===== src/rtl/bm_arbiter_if.sv =====
// Requester-side and block-memory-side signals of the bm_arbiter.
// slave is the arbiter view; master is the environment view.
interface bm_arbiter_if #(
    parameter int REQ_NUM = 3
);
    logic [REQ_NUM-1:0]   req;
    logic [REQ_NUM*5-1:0] req_row;
    logic [REQ_NUM*5-1:0] req_col;
    logic [REQ_NUM*2-1:0] req_func;
    logic [REQ_NUM-1:0]   gnt;
    logic [REQ_NUM-1:0]   done;
    logic                 err;
    logic [3:0]           rdata;
    logic                 bm_enable;
    logic [4:0]           bm_row;
    logic [4:0]           bm_col;
    logic [1:0]           bm_func;
    logic                 bm_ready;
    logic [3:0]           bm_block;

    modport slave (
        input  req, req_row, req_col, req_func, bm_ready, bm_block,
        output gnt, done, err, rdata, bm_enable, bm_row, bm_col, bm_func
    );

    modport master (
        output req, req_row, req_col, req_func, bm_ready, bm_block,
        input  gnt, done, err, rdata, bm_enable, bm_row, bm_col, bm_func
    );
endinterface


===== src/rtl/bm_arbiter.sv =====
// Round-robin arbiter sharing one block-memory port among REQ_NUM requesters.
// IDLE arbitrates and latches the winner, ISSUE strobes bm_enable, WAIT completes or times out.
module bm_arbiter #(
    parameter int REQ_NUM = 3,
    parameter int TIMEOUT = 63
) (
    input  logic        clk_i,
    input  logic        rst_i,
    bm_arbiter_if.slave bus
);
    localparam int PW = $clog2(REQ_NUM);

    typedef enum logic [1:0] {IDLE, ISSUE, WAIT} state_e;

    state_e              state_q, state_d;
    logic [PW-1:0]       ptr_q, ptr_d;
    logic [PW-1:0]       idx_q, idx_d;
    logic [PW-1:0]       sel;
    logic                found;
    logic                finish;
    logic                tmo;
    logic [5:0]          cnt_q, cnt_d;
    logic [REQ_NUM-1:0]  gnt_q, gnt_d;
    logic [4:0]          row_q, row_d;
    logic [4:0]          col_q, col_d;
    logic [1:0]          func_q, func_d;
    logic [3:0]          rdata_q, rdata_d;
    logic [4:0]          rows  [REQ_NUM];
    logic [4:0]          cols  [REQ_NUM];
    logic [1:0]          funcs [REQ_NUM];

    function automatic logic [PW-1:0] wrap_add(input logic [PW-1:0] p, input int k);
        int j;
        j = int'(p) + k;
        if (j >= REQ_NUM) j = j - REQ_NUM;
        return j[PW-1:0];
    endfunction

    always_comb begin
        for (int i = 0; i < REQ_NUM; i++) begin
            rows[i]  = bus.req_row[5*i +: 5];
            cols[i]  = bus.req_col[5*i +: 5];
            funcs[i] = bus.req_func[2*i +: 2];
        end
    end

    // First requesting index at or after ptr, wrapping.
    always_comb begin
        sel   = ptr_q;
        found = 1'b0;
        for (int k = 0; k < REQ_NUM; k++) begin
            if (!found && bus.req[wrap_add(ptr_q, k)]) begin
                found = 1'b1;
                sel   = wrap_add(ptr_q, k);
            end
        end
    end

    always_comb begin
        state_d = state_q;
        ptr_d   = ptr_q;
        idx_d   = idx_q;
        cnt_d   = cnt_q;
        gnt_d   = gnt_q;
        row_d   = row_q;
        col_d   = col_q;
        func_d  = func_q;
        rdata_d = rdata_q;
        finish  = 1'b0;
        tmo     = 1'b0;
        case (state_q)
            IDLE: begin
                if (found) begin
                    idx_d      = sel;
                    gnt_d      = '0;
                    gnt_d[sel] = 1'b1;
                    row_d      = rows[sel];
                    col_d      = cols[sel];
                    func_d     = funcs[sel];
                    state_d    = ISSUE;
                end
            end
            ISSUE: begin
                cnt_d   = '0;
                state_d = WAIT;
            end
            WAIT: begin
                // Counter reads 0 in the first WAIT cycle; abort when it reaches TIMEOUT.
                if (bus.bm_ready) begin
                    finish  = 1'b1;
                    rdata_d = bus.bm_block;
                end else if (cnt_q == 6'(TIMEOUT)) begin
                    finish = 1'b1;
                    tmo    = 1'b1;
                end else begin
                    cnt_d = cnt_q + 6'd1;
                end
                if (finish) begin
                    gnt_d   = '0;
                    ptr_d   = wrap_add(idx_q, 1);
                    state_d = IDLE;
                end
            end
            default: state_d = IDLE;
        endcase
    end

    always_ff @(posedge clk_i or posedge rst_i) begin
        if (rst_i) begin
            state_q <= IDLE;
            ptr_q   <= '0;
            idx_q   <= '0;
            cnt_q   <= '0;
            gnt_q   <= '0;
            row_q   <= '0;
            col_q   <= '0;
            func_q  <= '0;
            rdata_q <= '0;
        end else begin
            state_q <= state_d;
            ptr_q   <= ptr_d;
            idx_q   <= idx_d;
            cnt_q   <= cnt_d;
            gnt_q   <= gnt_d;
            row_q   <= row_d;
            col_q   <= col_d;
            func_q  <= func_d;
            rdata_q <= rdata_d;
        end
    end

    assign bus.gnt       = gnt_q;
    assign bus.done      = {REQ_NUM{finish}} & gnt_q;
    assign bus.err       = tmo;
    assign bus.rdata     = rdata_q;
    assign bus.bm_enable = (state_q == ISSUE);
    assign bus.bm_row    = row_q;
    assign bus.bm_col    = col_q;
    assign bus.bm_func   = func_q;
endmodule

===== src/flat_wrapper.sv =====
// flat-port wrapper written by rule: the top's interface ports become plain ports
module bm_arbiter_flat 
#(
    parameter int REQ_NUM = 3,
    parameter int TIMEOUT = 63
)
  (clk_i, rst_i, bus_req, bus_req_row, bus_req_col, bus_req_func, bus_bm_ready, bus_bm_block, bus_gnt, bus_done, bus_err, bus_rdata, bus_bm_enable, bus_bm_row, bus_bm_col, bus_bm_func);
  bm_arbiter_if #(.REQ_NUM(REQ_NUM)) bus_i ();
  input  logic clk_i;
  input  logic rst_i;
  input wire logic [$bits(bus_i.req)-1:0] bus_req;
  input wire logic [$bits(bus_i.req_row)-1:0] bus_req_row;
  input wire logic [$bits(bus_i.req_col)-1:0] bus_req_col;
  input wire logic [$bits(bus_i.req_func)-1:0] bus_req_func;
  input wire logic [$bits(bus_i.bm_ready)-1:0] bus_bm_ready;
  input wire logic [$bits(bus_i.bm_block)-1:0] bus_bm_block;
  output wire logic [$bits(bus_i.gnt)-1:0] bus_gnt;
  output wire logic [$bits(bus_i.done)-1:0] bus_done;
  output wire logic [$bits(bus_i.err)-1:0] bus_err;
  output wire logic [$bits(bus_i.rdata)-1:0] bus_rdata;
  output wire logic [$bits(bus_i.bm_enable)-1:0] bus_bm_enable;
  output wire logic [$bits(bus_i.bm_row)-1:0] bus_bm_row;
  output wire logic [$bits(bus_i.bm_col)-1:0] bus_bm_col;
  output wire logic [$bits(bus_i.bm_func)-1:0] bus_bm_func;
  assign bus_i.req = bus_req;
  assign bus_i.req_row = bus_req_row;
  assign bus_i.req_col = bus_req_col;
  assign bus_i.req_func = bus_req_func;
  assign bus_i.bm_ready = bus_bm_ready;
  assign bus_i.bm_block = bus_bm_block;
  assign bus_gnt = bus_i.gnt;
  assign bus_done = bus_i.done;
  assign bus_err = bus_i.err;
  assign bus_rdata = bus_i.rdata;
  assign bus_bm_enable = bus_i.bm_enable;
  assign bus_bm_row = bus_i.bm_row;
  assign bus_bm_col = bus_i.bm_col;
  assign bus_bm_func = bus_i.bm_func;
  bm_arbiter #(.REQ_NUM(REQ_NUM), .TIMEOUT(TIMEOUT)) u_core (.clk_i(clk_i), .rst_i(rst_i), .bus(bus_i));
endmodule

===== config.mk =====
export PLATFORM = sky130hd
export DESIGN_NAME = bm_arbiter_flat
export DESIGN_NICKNAME = d
export VERILOG_FILES = /design/src/rtl/bm_arbiter_if.sv /design/src/rtl/bm_arbiter.sv /design/src/flat_wrapper.sv
export SDC_FILE = /design/constraint.sdc
export NUM_CORES = 1
export LEC_CHECK = 0
export ABC_AREA = 1
export ABC_CLOCK_PERIOD_IN_PS = 1900
export CORE_ASPECT_RATIO = 1.1
export CORE_MARGIN = 2
export CORE_UTILIZATION = 25
export DETAILED_ROUTE_END_ITERATION = 7
export GPL_TIMING_DRIVEN = 0
export MAX_ROUTING_LAYER = met4
export PLACE_DENSITY_LB_ADDON = 0.08
export SKIP_LAST_GASP = 1
export SLEW_MARGIN = 20
export SYNTH_ARGS = -nofsm -noshare
export SYNTH_HDL_FRONTEND = slang
export SYNTH_SLANG_ARGS = --single-unit

===== constraint.sdc =====
create_clock -name clk_i -period 1.9 [get_ports clk_i]
set_input_delay 0.285 -clock clk_i [delete_from_list [all_inputs] [get_ports clk_i]]
set_output_delay 0.285 -clock clk_i [all_outputs]
set_load 0.02 [all_outputs]

==> flow_summary.yaml, run 1 <==
routing:
  drtAntennaViolNets: 0
  via_per_inst: 4.20
  wl_per_cell_um: 12.8
  drtIter0Drc: 64
  route.detailed.drc: 0
  drt_wl_total_um: 6610
  drt_pass1_iterations: 4
  dr_total_vias: 2174
synth:
  ys_warn_count: 0
  ys_seq_area_frac: 0.340
  syn_area_per_cell_um2: 7.76
  synth_cells: 294
  synth_compound_area_frac: 0.0537
  synth-simple-area-share: 0.419
  netlist.top_cell.by_area: "dfrtp_1"
  synthXorXnorAreaFrac: 0.00384
  synth_nets: 346
  synth_area_um2: 2280
  yosys-top-cells-area: "dfrtp_1 34%, nand2_1 13%, nand3_2 11%"
  ys_seq_elements: 31
  synth_fa_ha_area_frac: 0.0329
  synth_cell_type_count: 33
  synth_top_family_by_area: "simple AND/OR/NAND/NOR gates"
  synth_top_area_frac: 0.340
  muxShareOfSynthArea: 0.0197
cts:
  numCtsBuffers: 5
  cts_sinks: 31
  cts-root-buf: "clkbuf_8"
  clock_latency_ns: 0.29
  cts.reportedPaths.clkPinSlew_ns: 0.08
  cts_tree: "done"
  clockBufferDepth: 2
  htreeDepth: 2
  ctsHoldBuffers: 0
timing:
  clock.fmax_mhz: 483
  post-route-min-period_ns: 2.07
  max_slew.worst_pin.slew_ns: 0.666
  fin_skew_ns: 0.0104
  finalHoldViolCount: 0
  fin_ws_ns: -0.172
  rsz0062_at_grt: "yes"
  min_period_over_period: 1.09
  hold_slack_ns: 0.421
  drv_slew: 0
  setup_viol: 16
  slew-limit-headroom: 0.555
critical_path:
  worstPathArrival_ns: 2.24
  setup.worst_path.class: "reg -> reg"
  crit_required_ns: 2.07
  path_max_fanout: 8
  worstSetupEndpointType: "register"
  r2r_start: "u_core.ptr_q[0]$_DFFE_PP0P_"
  start_kind: "register"
  crit_start: "u_core.ptr_q[0]$_DFFE_PP0P_"
die:
  start_util: 0.257
  die_h_um: 104
  die_area_um2: 9910
  io_pins: 70
  die_x_um: 95.1
  row_count: 36
  core_um2: 8870
pwr:
  power.density_nw_per_um2: 2130
  fin_total_pwr_mw: 8.01
  p_leak_nw: 1.81
  peakVddDrop_mv: 0.686
global_routing:
  met1_usage: 0.185
  grtUsageMet2: 0.214
  grt_pass1_vias: 2148
  use_met3: 0.0181
  grt_pass1_wl_um: 10400
  grt_max_degree: 32
  grt_remaining_overflow: 0
  busiest_layer: "met2"
  antenna_found_initial: 0
  track_usage: 0.136
finish:
  nets: 455
  layout-drive-gt1-share: 0.381
  final_cell_mix: "65 x nand2_1, 65 x clkdlybuf4s50_1, 41 x inv_1, 30 x buf_4, 30 x dfrtp_1"
  syn_to_final_growth_pct: 64.9
  finalNonFillerCells: 518
  diodes: 0
  final_core_util: 0.424
placement:
  dpl.cell_count: 477
  portBuffers: 69
  gp_congestion: 0.809
  hpwl_um: 4690
  dp_slack_ns: -0.707
run_status:
  violations: "setup timing"
  status: "finished, violations left"
hold_path:
  hold_path.class: "in -> async"
run:
  cap_violations: 0
## flip-flops by register name (all words and copies together) (netlist names)
name	cells
u_core.bus.gnt	3
u_core.state_q	2
u_core.bus.bm_col	5
u_core.idx_q	2
u_core.ptr_q	2
u_core.cnt_q	6
u_core.bus.bm_row	5
u_core.bus.bm_func	2
u_core.bus.rdata	4
## synth_stat cells (all sizes together)
master	number
buf	8
mux2	4
xnor2	1
nand4	1
and2	1
nor3	1
ha	6
o22ai	3
inv	53
a31oi	1
dfrtp	31
nand2	98
nand3	51
nor2	15
o21ai	13
nand3b	1
a21oi	5
nor3b	1
## critical path: stages (launching register included)
cell and delay (ns):
dfrtp_2 0.44, buf_12 0.14, ha_4 0.17, nand2_2 0.09
nand3_4 0.11, nand2_8 0.13, nand2_8 0.07, nor2_8 0.16
inv_4 0.06, nand3_4 0.08, nand2_4 0.09, buf_12 0.14
nand3_2 0.07, nand2_2 0.07, nand2_2 0.07, nand2_1 0.05
## final cells by class
class                           count  area (µm²)
Buffer                              8         111
Clock buffer                        5        68.8
Clock inverter                      3        43.8
Fill cell                         916        5110
Inverter                           53         216
Multi-Input combinational cell    202        1420
Sequential cell                    31         777
Tap cell                          114         143
Timing Repair Buffer              102         988
## cells by family after synthesis
family / count (synthesis)
AO/OA/AOI/OAI: 22
XOR/XNOR: 1
adder cells (fa/ha/maj): 6
buffers and inverters: 61
flip-flops: 31
multiplexers: 4
AND/OR/NAND/NOR: 169
## path summary, 6_finish.rpt
path	endpoint	cells after the start	slack, ns
max reg2reg	u_core.bus.bm_row[2]$_DFFE_PP0P_	15	-0.17
max in group asynchronous	u_core.ptr_q[0]$_DFFE_PP0P_	2	1.01
max	u_core.bus.bm_row[2]$_DFFE_PP0P_	15	-0.17
min	u_core.bus.bm_row[1]$_DFFE_PP0P_	2	0.42
min in group clk_i	u_core.bus.bm_col[0]$_DFFE_PP0P_	2	0.48
min reg2reg	u_core.bus.bm_col[0]$_DFFE_PP0P_	2	0.48
## report_power, final
part | switching, mW | internal, mW
Clock | 0.273 | 0.390
Combinational | 3.29 | 2.92
Sequential | 0.178 | 0.953
Total | 3.75 | 4.26
## repair_timing
| action | CTS | global route |
|---|---|---|
| setup endpoints to repair | 22 | 23 |
| gates cloned | 1 | 2 |
| gates resized for setup | 54 | 27 |
| pin swaps | 4 | 25 |
| setup buffers | 16 | 14 |
| hold endpoints to repair | 0 | 0 |
## through the flow
step	setup TNS, ns	cell area, µm²
after floorplan	0	2310
after global placement	-5.52	3140
after detailed placement	-5.66	3140
after CTS	-1.53	3510
after global routing	-4.63	3760
final	-2.20	3760
## routing by layer
metal,routed length (µm),part of all wire
met5,0,0
met4,53,0.0080
met3,194,0.029
met2,3190,0.48
met1,3170,0.48
No activity file was read; power rests on OpenSTA's default activity.
==> inputs of run 2 (changes only) <==
ABC_CLOCK_PERIOD_IN_PS = 2500   (was 1900)
CAP_MARGIN = 20   (was not set)
clock period = 2.5 ns   (was 1.9 ns; I/O delays follow)
==> run 2 against run 1 <==
The run now ends clean. Sequential power down 24%. Design area down 15%. Clock power down 41%. Sequential share of layout area up 3.6 points. Count of clock-buffer cells in the layout up 1. Routed wire length down 10%. Clock skew down 0.0019 ns. Die area unchanged. Core utilization down 6.3 points. Non-clock buffer count down 33. Cell count down 6.4%. Critical path type is now reg -> out. Critical endpoint is now bus_done[2]. Largest cell class unchanged.
==> flow_summary.yaml, run 2 (same netlist as run 1, synthesis figures left out) <==
global_routing:
  grt_remaining_overflow: 0
  grt_pass1_wl_um: 9830
  track_usage: 0.130
  grt_max_degree: 32
  grt_pass1_vias: 2018
  antenna_found_initial: 0
timing:
  drv_slew: 0
  fin_ws_ns: 0.195
  post-route-min-period_ns: 2.31
  rsz0062_at_grt: "yes"
  fin_skew_ns: 0.00850
  clock.fmax_mhz: 434
  slew-limit-headroom: 0.567
  finalHoldViolCount: 0
  setup_viol: 0
  max_slew.worst_pin.slew_ns: 0.649
  min_period_over_period: 0.922
critical_path:
  path_max_fanout: 5
  slowest_delay_ns: 0.41
  start_kind: "register"
  cp_common_cell: "nor2_1"
  cp_slowest_cell: "dfrtp_1"
  crit_required_ns: 2.12
  worstSetupEndpointType: "primary output"
  worstPathArrival_ns: 1.93
  setup.worst_path.class: "reg -> out"
  worstPathCellList: "ha_1 -> nand3_1 -> nor2_1 -> nand2_1 -> o21ai_4 -> inv_1 -> nor2_1 -> clkbuf_2"
pwr:
  sequentialPowerShare: 0.184
  fin_total_pwr_mw: 4.65
  internal_power_mw: 2.28
  clkPwrFrac: 0.084
  netSwitchingPower_mw: 2.37
  power.density_nw_per_um2: 1450
  peakVddDrop_mv: 0.444
  netSwitchingFraction: 0.510
  comb_power_share: 0.732
  p_leak_nw: 1.61
cts:
  clock_latency_ns: 0.28
  cts_tree: "done"
  cts_sinks: 31
  htreeDepth: 2
  cts-root-buf: "clkbuf_8"
  numCtsBuffers: 5
  cts.reportedPaths.clkPinSlew_ns: 0.07
  clockBufferDepth: 2
routing:
  via_per_inst: 4.18
  drt_pass1_iterations: 6
  met1_length_um: 2860
  top_layer: "met4"
  drtAntennaViolNets: 0
  wl_per_cell_um: 12.2
  route.detailed.drc: 0
  drt_wl_total_um: 5940
  met2_length_um: 2770
  dr_total_vias: 2028
  routed-wl-met3_um: 229
  drtIter0Drc: 86
die:
  io_pins: 70
  start_util: 0.257
  row_count: 36
  die_h_um: 104
  die_x_um: 95.1
  core_um2: 8870
  die_area_um2: 9910
run:
  cap_violations: 0
finish:
  finalNonFillerCells: 485
  final_common_cell: "nand2_1"
  num-fill-cells: 954
  largest_reg_flops: 6
  diodes: 0
  syn_to_final_growth_pct: 40.3
  nets: 422
  final_cell_mix: "78 x nand2_1, 65 x clkdlybuf4s50_1, 45 x inv_1, 31 x dfrtp_1, 26 x nand3_2"
  max_flop_register: "u_core.cnt_q"
  layout-drive-gt1-share: 0.226
placement:
  dp_slack_ns: -0.161
  hpwl_um: 4710
  gp_congestion: 0.807
  portBuffers: 69
  dpl.cell_count: 477
run_status:
  status: "finished, final reports clean"
hold_path:
  hold_path.class: "reg -> reg"
run 2: per-layer routing:
layer  vias up  track usage
met5         -            -
met4         0       0.0373
met3         6       0.0217
met2        40        0.200
met1       913        0.176
li1       1069            -
run 2: layout make-up:
cell class                      instances  area [µm²]  area share
Clock buffer                            6        72.6      0.0227
Inverter                               53         206      0.0645
Tap cell                              114         143      0.0445
Buffer                                  8        92.6      0.0289
Clock inverter                          2        12.5     0.00391
Sequential cell                        31         776       0.242
Multi-Input combinational cell        202        1220       0.381
Timing Repair Buffer                   69         678       0.212
run 2: power groups by stage:
| stage | clock (mW) | sequential [mW] | combinational [mW] |
|---|---|---|---|
| final | 0.390 | 0.854 | 3.40 |
| after CTS | 0.414 | 0.855 | 3.48 |
| after global routing | 0.434 | 0.881 | 3.83 |
| after global placement | 0 | 0.862 | 3.46 |
| after floorplan | 0 | 1.01 | 2.34 |
| after detailed placement | 0 | 0.862 | 3.47 |
run 2: repair_timing:
item / in CTS / in global routing
hold buffers: 0 / 0
buffers inserted: 0 / 0
resized for setup: 5 / 9
endpoints found under the setup margin: 3 / 5
gates cloned: 0 / 0
pin swaps: 0 / 0
run 2: per-stage QoR:
stage / utilization / area, µm² / TNS (ns) / hold WS (ns)
2_1_floorplan: - / 2280 / 0 / 0.465
6_report: 0.361 / 3200 / 0 / 0.485
3_3_place_gp: 0.351 / 3120 / -0.517 / 0.464
3_5_place_dp: 0.351 / 3120 / -0.442 / 0.475
4_1_cts: 0.361 / 3200 / 0 / 0.494
5_1_grt: 0.361 / 3200 / -0.0161 / 0.504
run 2: critical path: cells and delay by family (launching register included):
family	cells	cell delay, ns
simple gates	4	0.55
flops	1	0.41
buf+inv	2	0.30
fa+ha+maj	1	0.21
compound gates	1	0.19
run 2: final timing paths:
kind,cells past startpoint,endpoint,slack (ns),startpoint
setup / recovery,8,bus_done[2],0.19,u_core.cnt_q[0]$_DFFE_PP0P_
hold / removal,2,u_core.bus.bm_row[0]$_DFFE_PP0P_,0.49,u_core.bus.bm_row[0]$_DFFE_PP0P_
setup reg to reg,16,u_core.bus.bm_col[0]$_DFFE_PP0P_,0.28,u_core.ptr_q[1]$_DFFE_PP0P_
hold reg to reg,2,u_core.bus.bm_row[0]$_DFFE_PP0P_,0.49,u_core.bus.bm_row[0]$_DFFE_PP0P_
max in group asynchronous,2,u_core.bus.bm_func[0]$_DFFE_PP0P_,1.57,rst_i
min in group asynchronous,2,u_core.bus.bm_row[0]$_DFFE_PP0P_,0.50,rst_i
